### src/rtl/thunderbird_lamp_monitor.sv
// -----------------------------------------------------------------------------
// thunderbird_lamp_monitor
//
// Receive-side checker for the Thunderbird tail-lamp sequencer outputs. Each
// 3-lamp bank is tracked by a 4-position FSM (P0..P3) that follows the sweep.
// The checker counts completed sweeps, decodes the signalling mode, and flags
// any code or transition the sequencer can never legally produce.
//
// Strobe semantics: there is no valid/ready handshake. 'sample' is a
// qualifier: on a rising edge with sample=1 both banks are evaluated; with
// sample=0 all tracked state holds and the pulse outputs are 0. 'clr' acts on
// every edge regardless of 'sample'.
//
// Ports:
//   clk        system clock, rising edge
//   rst        asynchronous active-high reset
//   sample     evaluate lamp inputs this cycle
//   clr        synchronous clear of sweep counters and sticky error flags
//   lamp_l     left bank  (legal 000,001,011,111 = positions 0..3)
//   lamp_r     right bank (legal 000,100,110,111 = positions 0..3)
//   pos_l/r    tracker FSM state (last accepted position)
//   mode       00 idle, 01 left, 10 right, 11 hazard
//   sweep_l/r  one-cycle pulse on a completed sweep (P3 -> P0)
//   cnt_l/r    saturating completed-sweep counters
//   err_l/r    sticky error flags
//   err_pulse  one-cycle pulse on any new error on either bank
// -----------------------------------------------------------------------------
module thunderbird_lamp_monitor #(
    parameter int CNT_W = 8
) (
    input  logic             clk,
    input  logic             rst,
    input  logic             sample,
    input  logic             clr,
    input  logic [2:0]       lamp_l,
    input  logic [2:0]       lamp_r,
    output logic [1:0]       pos_l,
    output logic [1:0]       pos_r,
    output logic [1:0]       mode,
    output logic             sweep_l,
    output logic             sweep_r,
    output logic [CNT_W-1:0] cnt_l,
    output logic [CNT_W-1:0] cnt_r,
    output logic             err_l,
    output logic             err_r,
    output logic             err_pulse
);

    localparam logic [1:0] P0 = 2'd0;
    localparam logic [1:0] P1 = 2'd1;
    localparam logic [1:0] P2 = 2'd2;
    localparam logic [1:0] P3 = 2'd3;

    // Decoders return {valid, position}. The two banks sweep in mirror order.
    function automatic logic [2:0] decode_l(input logic [2:0] code);
        case (code)
            3'b000:  return {1'b1, P0};
            3'b001:  return {1'b1, P1};
            3'b011:  return {1'b1, P2};
            3'b111:  return {1'b1, P3};
            default: return {1'b0, P0};
        endcase
    endfunction

    function automatic logic [2:0] decode_r(input logic [2:0] code);
        case (code)
            3'b000:  return {1'b1, P0};
            3'b100:  return {1'b1, P1};
            3'b110:  return {1'b1, P2};
            3'b111:  return {1'b1, P3};
            default: return {1'b0, P0};
        endcase
    endfunction

    // Tracker step: returns {next_state, sweep, err}.
    // Dropping to P0 is always legal; only P3 -> P0 is a completed sweep.
    // An illegal transition with a legal code resyncs to the observed
    // position; an illegal code forces P0.
    function automatic logic [3:0] track(input logic [1:0] cur,
                                         input logic [2:0] dec);
        logic       valid;
        logic [1:0] n;
        valid = dec[2];
        n     = dec[1:0];
        if (!valid)
            return {P0, 1'b0, 1'b1};
        else if (n == P0)
            return {P0, (cur == P3), 1'b0};
        else if ((cur != P3) && (n == cur + 2'd1))
            return {n, 1'b0, 1'b0};
        else
            return {n, 1'b0, 1'b1};
    endfunction

    logic [1:0] state_l, state_r;
    logic [3:0] trk_l, trk_r;
    logic       ev_sweep_l, ev_sweep_r, ev_err_l, ev_err_r;

    assign trk_l      = track(state_l, decode_l(lamp_l));
    assign trk_r      = track(state_r, decode_r(lamp_r));
    assign ev_sweep_l = sample & trk_l[1];
    assign ev_sweep_r = sample & trk_r[1];
    assign ev_err_l   = sample & trk_l[0];
    assign ev_err_r   = sample & trk_r[0];

    // Clear is applied first so that a sample in the same cycle lands on
    // top of the cleared values.
    logic [CNT_W-1:0] cnt_base_l, cnt_base_r, cnt_nxt_l, cnt_nxt_r;
    logic             err_nxt_l, err_nxt_r;

    always_comb begin
        cnt_base_l = clr ? '0 : cnt_l;
        cnt_base_r = clr ? '0 : cnt_r;
        cnt_nxt_l  = cnt_base_l;
        cnt_nxt_r  = cnt_base_r;
        if (ev_sweep_l && (cnt_base_l != '1))
            cnt_nxt_l = cnt_base_l + CNT_W'(1);
        if (ev_sweep_r && (cnt_base_r != '1))
            cnt_nxt_r = cnt_base_r + CNT_W'(1);
        err_nxt_l = (clr ? 1'b0 : err_l) | ev_err_l;
        err_nxt_r = (clr ? 1'b0 : err_r) | ev_err_r;
    end

    always_ff @(posedge clk or posedge rst) begin
        if (rst) begin
            state_l   <= P0;
            state_r   <= P0;
            mode      <= 2'b00;
            cnt_l     <= '0;
            cnt_r     <= '0;
            err_l     <= 1'b0;
            err_r     <= 1'b0;
            sweep_l   <= 1'b0;
            sweep_r   <= 1'b0;
            err_pulse <= 1'b0;
        end else begin
            cnt_l     <= cnt_nxt_l;
            cnt_r     <= cnt_nxt_r;
            err_l     <= err_nxt_l;
            err_r     <= err_nxt_r;
            sweep_l   <= ev_sweep_l;
            sweep_r   <= ev_sweep_r;
            err_pulse <= ev_err_l | ev_err_r;
            if (sample) begin
                state_l <= trk_l[3:2];
                state_r <= trk_r[3:2];
                // Raw activity, so an illegal nonzero code still counts.
                mode    <= {(lamp_r != 3'b000), (lamp_l != 3'b000)};
            end
        end
    end

    assign pos_l = state_l;
    assign pos_r = state_r;

endmodule

### config.mk
export PLATFORM = sky130hd
export DESIGN_NAME = thunderbird_lamp_monitor
export DESIGN_NICKNAME = d
export VERILOG_FILES = /design/src/rtl/thunderbird_lamp_monitor.sv
export SDC_FILE = /design/constraint.sdc
export NUM_CORES = 1
export LEC_CHECK = 0
export BUFFER_PORTS_ARGS = -buffer_cell sky130_fd_sc_hd__buf_4
export CAP_MARGIN = 10
export CORE_MARGIN = 2
export CORE_UTILIZATION = 30
export DETAILED_ROUTE_END_ITERATION = 12
export GPL_TIMING_DRIVEN = 0
export SETUP_SLACK_MARGIN = 0.5
export SLEW_MARGIN = 10
export SYNTH_ARGS = -nofsm -noshare
export SYNTH_HDL_FRONTEND = slang
export SYNTH_SLANG_ARGS = --single-unit
### constraint.sdc
create_clock -name clk -period 4.95 [get_ports clk]
set_input_delay 0.2475 -clock clk [delete_from_list [all_inputs] [get_ports clk]]
set_output_delay 0.2475 -clock clk [all_outputs]
set_load 0.005 [all_outputs]
==> impl_metrics.ini <==
[route]
drtIter0Drc = 45
antenna_left = 0
routed_wl_microns = 2980
vias_per_cell = 5.048
wl_per_cell_microns = 12.96
drc = 0
via_count = 1161
drtPass1Iterations = 4

[setup_path]
startpoint_type = register
critPathTopFamily = simple AND/OR/NAND/NOR gates
cp_data_required_time_ns = 5.15
critical_path_class = reg -> reg
crit_chain = nor2b_1, ha_1, and4b_2, a211o_1, buf_6, or4_1, a21oi_1
path_buf_inv = 1
path_max_fanout = 9
critical-path-max-stage-delay_ns = 0.46
critPathCaptureType = register
critPathArrivalTime_ns = 2.39
cpMaxStageDelayCell = or4_1

[power]
switchingPower_uw = 99.71
leakage_nw = 0.7859
switching_share_pct = 24.36
p_per_area_nw_per_um2 = 232.0
pwr-share-comb_pct = 11.9
peakVddDrop_mv = 0.1041
seq_power_share_pct = 57.2
power.total_uw = 409.3
clkPwrFrac_pct = 30.9
intPower_uw = 309.6

[clock_tree]
cts_root_buf = clkbuf_8
clk-insertion-delay-late_ns = 0.27
ctsHtreeMaxLevel = 1
clock-sinks = 27
hold_buffers = 0
cts_max_path_buffers = 2
numCtsBuffers = 3
cts_setup_buffers = 0
ctsResizeCount = 0
clk_pin_slew_ns = 0.09
cts_tree = built

[timing]
finalSetupViolations = 0
max_freq_ghz = 0.4559
setup_tns_ns = 0
finalMaxSlewViolations = 0
period_share_pct = 44.31
layout_min_cycle_time_ns = 2.193
slew_headroom_pct = 31.73
final-hold-violation-count = 0
fin_skew_ns = 0.005219
rsz0062_at_grt = false
worst_slew_pin_slew_ns = 1.023

[floorplanning]
pin_count = 37
start_util_pct = 31.56
die_y_microns = 71.92
die-area_sq_um = 5172
num_rows = 24
design.core.area_sq_um = 4384
dieWidth_microns = 71.92

[yosys]
syn_nets = 152
syn_avg_cell_area_sq_um = 10.03
synthTopCellsByArea = dfrtp_1 (49%), xnor2_1 (4.4%), a21oi_1 (4.0%), o31ai_1 (3.8%), ha_1 (3.6%)
yosys_most_used_dff = dfrtp_1
netlist_area_sq_um = 1384
syn_inst = 138
synthArstFlopShare_pct = 100.0
synth.largest_area_cell = dfrtp_1
synth-seq-cells = 27
yosys_warnings = 0
synth-edff-count = 0
ys_seq_area_share_pct = 48.82
synth_top_area_share_pct = 48.82
netlist-cell-type-count = 35

[layout]
final_common_cell = buf_4
final_util_pct = 40.24
layout_common_cells = buf_4 (36), dfrtp_1 (27), a21oi_1 (11)
fill_cells = 452
syn2layout_area_growth_pct = 27.49
num-nets-final = 193
drive_gt1_share_pct = 27.53
antenna_cells = 0
finish.instance_area_sq_um = 1764

[place]
dp_hpwl_microns = 2209
gp_congestion = 0.7332
numPortBuffers = 36
place_area_sq_um = 1719

[run_status]
status = completed

[grt]
grt-ovfl-total = 0
grt_use_total_pct = 12.25
antenna_found_initial = 0
grt_pass1_wl_microns = 4961
grt_max_degree = 28
grt_pass1_vias = 1035

[worst_hold_path]
hold_path_class = in -> async

[flow_run]
maxCapViolCount = 0
## power groups by stage
stage | registers [mW] | logic, mW | clock network, mW
CTS | 0.234 | 0.0500 | 0.135
global placement | 0.239 | 0.0493 | 0
global route | 0.236 | 0.0566 | 0.139
detailed placement | 0.239 | 0.0501 | 0
finish | 0.234 | 0.0487 | 0.126
floorplan | 0.238 | 0.0230 | 0
## path summary, 6_finish.rpt
path,slack [ns],end,depth (start not counted),startpoint
max,2.76,cnt_l[5],7,cnt_l[1]
min,0.21,err_r,2,rst
max reg2reg,2.76,cnt_l[5],7,cnt_l[1]
min reg2reg,0.54,mode[1],2,mode[1]
max in group asynchronous,4.11,cnt_l[4],2,rst
min in group clk,0.23,pos_l[0],3,lamp_l[0]
## final cells by class
cell class / count / area [sq um] / share of cell area [%]
Buffer: 5 / 26.28 / 1.489
Tap cell: 52 / 65.06 / 3.688
Inverter: 10 / 37.54 / 2.128
Timing Repair Buffer: 36 / 270.3 / 15.32
Multi-Input combinational cell: 96 / 644.4 / 36.52
Clock buffer: 4 / 45.04 / 2.553
Sequential cell: 27 / 675.6 / 38.30
## sequential cells by signal, indices dropped and copies added, names as in the netlist
register   count
pos_r          2
sweep_r        1
pos_l          2
err_r          1
err_l          1
cnt_l          8
mode           2
cnt_r          8
err_pulse      1
sweep_l        1
## kinds of logic (layout without fill, tap and decap cells)
logic type / after synthesis / after routing / share of synthesized area (%)
AOI/OAI and AO/OA: 34 / 34 / 15.46
xor gates and xnor gates: 8 / 8 / 5.063
adders and majority gates: 4 / 4 / 3.617
buffers and inverters: 15 / 55 / 4.611
DFF: 27 / 27 / 48.82
muxes: 3 / 3 / 2.441
and+or+nand+nor: 47 / 47 / 19.98
## synth_stat cells (3+ instances only)
library cell and n:
dfrtp_1 27, o21ai_0 10, inv_1 10, nor2b_1 4
mux2_2 3, nor2_1 5, clkbuf_1 4, nand3_1 10
ha_1 4, o31ai_1 7, or4_1 5, a21oi_1 11
xnor2_1 7, nand2_1 6
## per-layer routing
metal  vias to the layer above  track usage, %  wire (microns)
met5                         -               0               0
met2                        23           18.11            1336
li1                        582               -               -
met1                       552           18.10            1475
met4                         0           5.031              41
met3                         4           1.667             126
## worst register-to-register path: stages (launching register included)
cell,delay (ns)
dfrtp_1,0.40
nor2b_1,0.15
ha_1,0.26
and4b_2,0.25
a211o_1,0.31
buf_6,0.14
or4_1,0.46
a21oi_1,0.15
## through the flow
step                setup slack [ns]  hold slack, ns  std cells
finish                         2.757          0.2119        230
global route                   2.577          0.2553        230
CTS                            2.741          0.2254        230
detailed placement             2.506          0.5175        226
global placement               2.533          0.5123        226
floorplan                      2.845          0.3002        138
Note: power is estimated with default switching activity, not from simulation.
